### config.mk
export PLATFORM = sky130hd
export DESIGN_NAME = operand_fetch
export DESIGN_NICKNAME = d
export VERILOG_FILES = /design/src/rtl/of_pkg.sv /design/src/rtl/of_scoreboard.sv /design/src/rtl/operand_fetch.sv
export SDC_FILE = /design/constraint.sdc
export NUM_CORES = 1
export LEC_CHECK = 0
export ABC_AREA = 1
export BUFFER_PORTS_ARGS = -buffer_cell sky130_fd_sc_hd__buf_2
export CORE_UTILIZATION = 47
export CTS_CLUSTER_DIAMETER = 150
export DETAILED_ROUTE_END_ITERATION = 10
export PLACE_DENSITY_LB_ADDON = 0.3
export SYNTH_ARGS = -nofsm -noshare
export SYNTH_HDL_FRONTEND = slang
export SYNTH_SLANG_ARGS = --single-unit
### constraint.sdc
create_clock -name clock -period 1.5 [get_ports clock]
set_clock_uncertainty 0.15 [all_clocks]
set_input_delay 0.15 -clock clock [delete_from_list [all_inputs] [get_ports clock]]
set_output_delay 0.15 -clock clock [all_outputs]
set_load 0.01 [all_outputs]
### src/rtl/of_pkg.sv
// Shared types, default widths and the operand bypass select for the operand fetch stage.
package of_pkg;

    localparam int unsigned DEF_DATA_W = 32;
    localparam int unsigned DEF_ADDR_W = 5;

    localparam logic [DEF_ADDR_W-1:0] REG_ZERO = '0;

    typedef struct packed {
        logic [DEF_ADDR_W-1:0] rs1;
        logic [DEF_ADDR_W-1:0] rs2;
        logic [DEF_ADDR_W-1:0] rd;
        logic                  wen;
        logic                  is_long;
    } of_req_t;

    // Youngest producer wins; a nonzero src means rd==0 writers can never match.
    function automatic logic [DEF_DATA_W-1:0] bypass_sel(
        input logic [DEF_ADDR_W-1:0] src,
        input logic [DEF_DATA_W-1:0] rf_data,
        input logic                  ex_wen,
        input logic                  ex_load,
        input logic [DEF_ADDR_W-1:0] ex_rd,
        input logic [DEF_DATA_W-1:0] ex_data,
        input logic                  mem_wen,
        input logic [DEF_ADDR_W-1:0] mem_rd,
        input logic [DEF_DATA_W-1:0] mem_data,
        input logic                  wb_wen,
        input logic [DEF_ADDR_W-1:0] wb_rd,
        input logic [DEF_DATA_W-1:0] wb_data
    );
        logic [DEF_DATA_W-1:0] sel;
        sel = rf_data;
        if (src == REG_ZERO) begin
            sel = '0;
        end else if (ex_wen && !ex_load && (ex_rd == src)) begin
            sel = ex_data;
        end else if (mem_wen && (mem_rd == src)) begin
            sel = mem_data;
        end else if (wb_wen && (wb_rd == src)) begin
            sel = wb_data;
        end
        return sel;
    endfunction

endpackage

### src/rtl/of_scoreboard.sv
// Busy bits for destinations of in-flight long-latency ops, with a two-source query.
module of_scoreboard
    import of_pkg::*;
#(
    parameter int unsigned ADDR_W = DEF_ADDR_W
) (
    input  logic              clock,
    input  logic              reset,
    input  logic              set_en,
    input  logic [ADDR_W-1:0] set_idx,
    input  logic              clr_en,
    input  logic [ADDR_W-1:0] clr_idx,
    input  logic [ADDR_W-1:0] q1_idx,
    input  logic [ADDR_W-1:0] q2_idx,
    output logic              busy1_c,
    output logic              busy2_c
);

    localparam int unsigned N_REGS = 2**ADDR_W;

    logic [N_REGS-1:0] busy_q;
    logic [N_REGS-1:0] busy_nxt;

    // Set applied after clear so a same-index new issue wins over a retirement.
    always_comb begin
        busy_nxt = busy_q;
        if (clr_en) begin
            busy_nxt[clr_idx] = 1'b0;
        end
        if (set_en) begin
            busy_nxt[set_idx] = 1'b1;
        end
        busy_nxt[0] = 1'b0;
    end

    always_ff @(posedge clock or negedge reset) begin
        if (!reset) begin
            busy_q <= '0;
        end else begin
            busy_q <= busy_nxt;
        end
    end

    // A retirement in the current cycle releases its waiter immediately.
    always_comb begin
        busy1_c = (q1_idx != ADDR_W'(0)) && busy_q[q1_idx] && !(clr_en && (clr_idx == q1_idx));
        busy2_c = (q2_idx != ADDR_W'(0)) && busy_q[q2_idx] && !(clr_en && (clr_idx == q2_idx));
    end

endmodule

### src/rtl/operand_fetch.sv
// Operand fetch stage: reads the register bank, bypasses EX/MEM/WB, stalls on load-use and busy long ops.
module operand_fetch
    import of_pkg::*;
#(
    parameter int unsigned DATA_W = DEF_DATA_W,
    parameter int unsigned ADDR_W = DEF_ADDR_W
) (
    input  logic              clock,
    input  logic              reset,
    input  logic              in_valid,
    output logic              in_ready,
    input  logic [ADDR_W-1:0] in_rs1,
    input  logic [ADDR_W-1:0] in_rs2,
    input  logic [ADDR_W-1:0] in_rd,
    input  logic              in_wen,
    input  logic              in_long,
    output logic [ADDR_W-1:0] read_reg1,
    output logic [ADDR_W-1:0] read_reg2,
    input  logic [DATA_W-1:0] read_data1,
    input  logic [DATA_W-1:0] read_data2,
    input  logic              ex_wen,
    input  logic              ex_load,
    input  logic [ADDR_W-1:0] ex_rd,
    input  logic [DATA_W-1:0] ex_data,
    input  logic              mem_wen,
    input  logic [ADDR_W-1:0] mem_rd,
    input  logic [DATA_W-1:0] mem_data,
    input  logic              wreg,
    input  logic [ADDR_W-1:0] write_reg,
    input  logic [DATA_W-1:0] write_data,
    input  logic              long_done,
    input  logic [ADDR_W-1:0] long_rd,
    input  logic              flush,
    output logic              out_valid,
    input  logic              out_ready,
    output logic [DATA_W-1:0] out_rs1_data,
    output logic [DATA_W-1:0] out_rs2_data,
    output logic [ADDR_W-1:0] out_rd,
    output logic              out_wen,
    output logic              out_long
);

    of_req_t           req_c;
    logic [DATA_W-1:0] rs1_sel_c;
    logic [DATA_W-1:0] rs2_sel_c;
    logic              busy1_c;
    logic              busy2_c;
    logic              load_use_c;
    logic              hazard_c;
    logic              accept_c;
    logic              sb_set_c;

    logic              out_valid_q;
    logic [DATA_W-1:0] rs1_q;
    logic [DATA_W-1:0] rs2_q;
    logic [ADDR_W-1:0] rd_q;
    logic              wen_q;
    logic              long_q;

    assign req_c = '{rs1: in_rs1, rs2: in_rs2, rd: in_rd, wen: in_wen, is_long: in_long};

    assign read_reg1 = req_c.rs1;
    assign read_reg2 = req_c.rs2;

    assign rs1_sel_c = bypass_sel(req_c.rs1, read_data1, ex_wen, ex_load, ex_rd, ex_data,
                                  mem_wen, mem_rd, mem_data, wreg, write_reg, write_data);
    assign rs2_sel_c = bypass_sel(req_c.rs2, read_data2, ex_wen, ex_load, ex_rd, ex_data,
                                  mem_wen, mem_rd, mem_data, wreg, write_reg, write_data);

    // A load in EX has no data yet, so a dependent instruction must wait a cycle.
    always_comb begin
        load_use_c = 1'b0;
        if (ex_wen && ex_load && (ex_rd != REG_ZERO)) begin
            load_use_c = (ex_rd == req_c.rs1) || (ex_rd == req_c.rs2);
        end
    end

    assign hazard_c = load_use_c || busy1_c || busy2_c;
    assign in_ready = !hazard_c && (!out_valid_q || out_ready) && !flush;
    assign accept_c = in_valid && in_ready;

    // Busy is marked when a long op hands off to execute, not when it enters this stage.
    assign sb_set_c = out_valid_q && out_ready && long_q && wen_q && !flush && (rd_q != REG_ZERO);

    of_scoreboard #(
        .ADDR_W (ADDR_W)
    ) u_scoreboard (
        .clock   (clock),
        .reset   (reset),
        .set_en  (sb_set_c),
        .set_idx (rd_q),
        .clr_en  (long_done),
        .clr_idx (long_rd),
        .q1_idx  (req_c.rs1),
        .q2_idx  (req_c.rs2),
        .busy1_c (busy1_c),
        .busy2_c (busy2_c)
    );

    // Output register: loads on accept, holds under backpressure, flush kills it.
    always_ff @(posedge clock or negedge reset) begin
        if (!reset) begin
            out_valid_q <= 1'b0;
            rs1_q       <= '0;
            rs2_q       <= '0;
            rd_q        <= '0;
            wen_q       <= 1'b0;
            long_q      <= 1'b0;
        end else if (flush) begin
            out_valid_q <= 1'b0;
        end else if (accept_c) begin
            out_valid_q <= 1'b1;
            rs1_q       <= rs1_sel_c;
            rs2_q       <= rs2_sel_c;
            rd_q        <= req_c.rd;
            wen_q       <= req_c.wen;
            long_q      <= req_c.is_long;
        end else if (out_valid_q && out_ready) begin
            out_valid_q <= 1'b0;
        end
    end

    assign out_valid    = out_valid_q;
    assign out_rs1_data = rs1_q;
    assign out_rs2_data = rs2_q;
    assign out_rd       = rd_q;
    assign out_wen      = wen_q;
    assign out_long     = long_q;

endmodule

* Word-level counts from Yosys, hierarchy flattened
Index checks and enable logic that the tools add are counted.
** Storage, ports and cells
- Bits in registers :: 103
- Input bits :: 207
- Word-level logic and storage cells :: 90
- Output and inout bits :: 83
** Operators by class
- Reduce and logical (&&, ||, !) cells :: 43
- Equal/unequal tests :: 8
- Muxes and demuxes :: 22
- Magnitude comparators :: 6
- Bitwise gates (word level) :: 4
** Operator list (count)
- two-way mux 32 bit :: 10
- equality test 5 bit :: 8
- bitwise AND 32 bit :: 1
- NOT 32 bit :: 1
- OR 32 bit :: 1
- logical AND 1 bit :: 25
- < comparator 5 x 6 -> 1 bit (second input constant) :: 4
- nonzero test 5 bit :: 4
- binary-select mux 1 bit (select 5 bit) :: 2
- demux 1 bit (select 5 bit) :: 2
- >= comparator 5 x 1 -> 1 bit (second input constant) :: 2
- zero test 5 bit :: 2
- two-way mux 1 bit :: 8
- zero test 1 bit :: 6
- logical OR 1 bit :: 4
- nonzero test 3 bit :: 1
- AND reduction 2 bit :: 1
- NOT 1 bit :: 1

* Depth between registers and ports, before layout
- Depth in word-level cells :: 12
- Mapped depth :: 14
- Mapped depth without buffers :: 13

* Cells and area by module
From an unflattened synthesis, not the netlist that was laid out.
** Second synthesis, totals
- Cells, all modules :: 1445
- Area, all modules :: 8346.8 um2
** Modules (own cells, without submodules)
- operand_fetch :: area each 6163.4 um2, times used 1, seq. area each 1801.7 um2, cells each 1112
- of_scoreboard :: area each 2183.3 um2, times used 1, seq. area each 775.7 um2, cells each 333

* Worst setup path before layout
OpenSTA, ideal clock, no wires.
- Path type :: input port to flip-flop
- From :: in in_rs1[0]
- To :: reg rs1_q[0] (netlist: out_rs1_data[0])
- Arrival :: 1.473 ns
- Stages on the path :: 12
- Data required time :: 1.284 ns
- Setup slack :: -0.189 ns
- Library setup time :: 0.066 ns
- Buffers on the path :: 3
- Cells stage by stage :: buf_4 -> buf_2 -> a21oi_1 -> o21ai_0 -> nand3_1 -> nand3_1 -> nand2_1 -> nand3_1 -> nand4_2 -> clkbuf_1 -> nand2_1 -> nand2_1
** Between the ends
- Longest elaborated chain between the ends :: 11
** RTL lines
- from (decl) :: RTL line operand_fetch.sv:12 : input logic [ADDR_W-1:0] in_rs1,
- binary-select mux 1 bit (select 5 bit) or equality test 5 bit (tied branches) :: RTL line of_scoreboard.sv:46 : busy1_c = (q1_idx != ADDR_W'(0)) && busy_q[q1_idx] && !(clr_en && (clr_idx == q1_idx));
- two-way mux 1 bit (not written as such) or logical AND 1 bit (tied branches) :: RTL line of_scoreboard.sv:46
- logical AND 1 bit or zero test 1 bit (tied branches) :: RTL line of_scoreboard.sv:46
- logical AND 1 bit :: RTL line of_scoreboard.sv:46
- logical OR 1 bit (2 in series) :: RTL line operand_fetch.sv:78 : assign hazard_c = load_use_c || busy1_c || busy2_c;
- zero test 1 bit :: RTL line operand_fetch.sv:79 : assign in_ready = !hazard_c && (!out_valid_q || out_ready) && !flush;
- logical AND 1 bit (2 in series) :: RTL line operand_fetch.sv:79
- logical AND 1 bit :: RTL line operand_fetch.sv:80 : assign accept_c = in_valid && in_ready;
- AND reduction 2 bit (no line)
- to (signal assigned) :: RTL line operand_fetch.sv:113 : rs1_q <= rs1_sel_c;
- to (decl) :: RTL line operand_fetch.sv:54 : logic [DATA_W-1:0] rs1_q;
Parallel ways exist; a longest one is shown, timed or not. The select of a mux whose other input is x is not followed.
A chain may end at the register's enable or synchronous reset.

* Final worst setup path
- From :: reg u_scoreboard.busy_q[22]
- To :: out in_ready
** Between the ends
- Longest elaborated chain between the ends :: 9
** RTL lines
- from (decl) :: RTL line of_scoreboard.sv:21 : logic [N_REGS-1:0] busy_q;
- from (signal assigned) :: RTL line of_scoreboard.sv:40 : busy_q <= busy_nxt;
- binary-select mux 1 bit (select 5 bit) :: RTL line of_scoreboard.sv:46
- two-way mux 1 bit (not written as such) :: RTL line of_scoreboard.sv:46
- logical AND 1 bit (2 in series) :: RTL line of_scoreboard.sv:46
- logical OR 1 bit :: RTL line operand_fetch.sv:78
- logical OR 1 bit * :: RTL line operand_fetch.sv:78
- zero test 1 bit * :: RTL line operand_fetch.sv:79
- logical AND 1 bit * (2 in series) :: RTL line operand_fetch.sv:79
- to (decl) :: RTL line operand_fetch.sv:11 : output logic in_ready,
Every way passes the cells marked *; elsewhere a longest branch is shown, timed or not. The select of a mux whose other input is x is not followed.

==> reports/results.txt <==
fmax - 471 MHz
CTS tree - built
Routed WL per cell - 17.7 um
flop2flop setup slack - -620 ps
PD cells - 834 nW/um^2
Reg2Reg Capture Point - out_rd[3]$_DFFE_PN0P_
R2R depth - 14
CP required - 1200 ps
status - finished, violations left
vias per cell - 5.62
Max Root-Sink Buffers - 2
clk_lat worst skew - 360 ps
M2 GR Usage - 59.1%
die height - 138 um
synth-to-layout area growth - 41.6%
RSZ-0062 raised after global routing - true
share of cells above drive strength 1 - 27.5%
hold endpoint - out_wen$_DFFE_PN0P_
ANT nets after route - 0
final setup margin - -622 ps
post-synthesis sequential area ratio - 29.8%
cts bufs inserted - 9
crit path DAT - 1820 ps
grt ovf - 0
GR Layer Usage met3 - 8.20%
Synth Instances - 1487
Pleak - 7.26 nW
ANT cells - 0
I/O pin count - 290
Distinct cells, synth - 27
slew margin rel. - 68.9%
Final Max Tran Viols - 0
Synth Net Count - 1694
H-Tree Depth - 3
number of max-cap violations - 0
initial antenna violation count - 1
Tcrit/Tclk final - 141%
critical path type - reg2out
total track usage - 39.0%
placed cell area - 11400 sq um
IO buf count - 289
gpl congestion - 0.981
Hold Path Depth - 3
final setup fails - 74
crit path capture type - output pin
final total power - 10.2 mW
hold crit path type - in2reg
most frequent cells in the layout - 431 x nand2_1, 287 x buf_2, 211 x inv_1
pin count of the biggest net entering global routing - 39
Synth Warn # - 0
crit path cell chain - nand2_1 -> nand3_1 -> nand3_1 -> nand2_1 -> nor2_1 -> nand2_1 -> nand3_2 -> nand2_2 -> nor2_4 -> buf_12 -> buf_6
clock transition at the registers of the reported paths - 70 ps
detailed-route via count - 11700
vias in the first global route - 10700
CTS Root Buffer Type - clkbuf_16
GR peak layer - met2
DRC - 0
startpoint types - register
Final Cell Area - 12200 sq um
Syn Area/Cell - 5.81 sq um
Mapped Area - 8640 sq um
first-pass GRT wire length - 55600 um
clock period minus worst slack - 2120 ps
RR Startpoint - u_scoreboard.busy_q[22]$_DFF_PN0_
Site Rows - 49
nets - 2061
CORE AREA - 18000 sq um
critical path's slowest cell - dfrtp_1
1st-iter DRT viols - 1279
Hold Startpoint - in_valid
GRT met1 Usage - 51.3%
Final Core Density - 68.1%
Initial Util - 48.1%
Detailed Place HPWL - 26400 um
Die X - 138 um
WHS - 70.7 ps
Critical Path Fanout Max - 3
failing checks - negative setup slack
most common cell after layout, fill and taps aside - nand2_1
Slew @ Worst Pin - 466 ps
Sinks on Clock Net - 103
most frequent CP cell - nand2_1
VDD IR-drop max - 0.582 mV
Routed WL - 37000 um
Final Hold Fails - 0
DIE AREA - 18900 sq um
Seq cells post-synth - 103
drt first pass iters - 8
CP max stage delay - 420 ps
## registers in the layout, summed over array words and instances, names as in the netlist
signal	count
out_rd	5
out_rs2_data	32
out_wen	1
out_long	1
out_valid	1
u_scoreboard.busy_q	31
out_rs1_data	32
## what timing repair did
action | in CTS | in global routing
gates resized for setup | 29 | 50
hold buffers | 10 | 0
cloned | 5 | 0
endpoints found under the hold margin | 111 | 0
endpoints found under the setup margin | 97 | 96
pin swaps | 15 | 9
buffers inserted | 13 | 3
## synthesized netlist by cell type (all sizes together)
master	n	area share [%]
a21boi	2	0.17
a21oi	74	4.3
buf	64	4.1
clkbuf	37	1.6
dfrtp	103	30
inv	218	9.5
nand2	435	19
nand3	204	12
nand4	67	4.9
nor2	174	7.8
nor3	2	0.12
o211ai	6	0.52
o21ai	89	5.2
o22ai	4	0.29
o31ai	1	0.087
xnor2	2	0.20
xor2	5	0.51
## layout make-up
cell class | count | area, sq um
Tap cell | 229 | 287
Fill cell | 1647 | 5740
Clock inverter | 4 | 51.3
Sequential cell | 103 | 2580
Multi-Input combinational cell | 1065 | 4960
Timing Repair Buffer | 457 | 3260
Clock buffer | 12 | 267
Inverter | 218 | 821
## kinds of logic (layout without fill, tap and decap cells)
group           Yosys count  count (layout)  synth area share, %
flops                   103             103                 29.8
simple gates            882             882                 43.7
buf+inv                 319             691                 15.1
compound gates          176             176                 10.6
xor+xnor                  7               7                0.710
## power by group
part	internal, mW	total (mW)	leakage (nW)	switching (mW)
clock	1.44	2.54	0.155	1.11
combinational	1.59	3.83	5.77	2.24
sequential	3.37	3.81	1.34	0.444
## through the flow
stage                     TNS (ps)  cells  worst slack [ps]
after floorplan              -7890   1487              -127
after global placement      -34020   2043              -516
after detailed placement    -38490   2043              -589
after CTS                   -38220   2087              -616
after global routing        -48250   2088              -781
final                       -35530   2088              -622
## metal layers
layer / wire length (um) / vias up
met2: 16400 / 799
met1: 14700 / 5328
met5: 10 / -
met4: 1940 / 2
met3: 3930 / 143
li1: - / 5460
## critical path, delay by kind of cell, from the launching register on
kind                   cells  cell delay [ps]
buffers and inverters      2              220
DFF                        1              420
and+or+nand+nor            9              810
## worst max path at each step
| stage | start | to | depth (start not counted) |
|---|---|---|---|
| 2_1_floorplan | in_rs1[2] | out_rs1_data[11]$_DFFE_PN0P_ | 11 |
| 3_3_place_gp | in_rs2[0] | out_rd[0]$_DFFE_PN0P_ | 14 |
| 3_5_place_dp | in_rs2[0] | out_rd[3]$_DFFE_PN0P_ | 14 |
| 4_1_cts | u_scoreboard.busy_q[22]$_DFF_PN0_ | in_ready | 11 |
| 5_1_grt | u_scoreboard.busy_q[2]$_DFF_PN0_ | in_ready | 13 |
| 6_report | u_scoreboard.busy_q[22]$_DFF_PN0_ | in_ready | 11 |
Power figures use the tool's default switching activity.
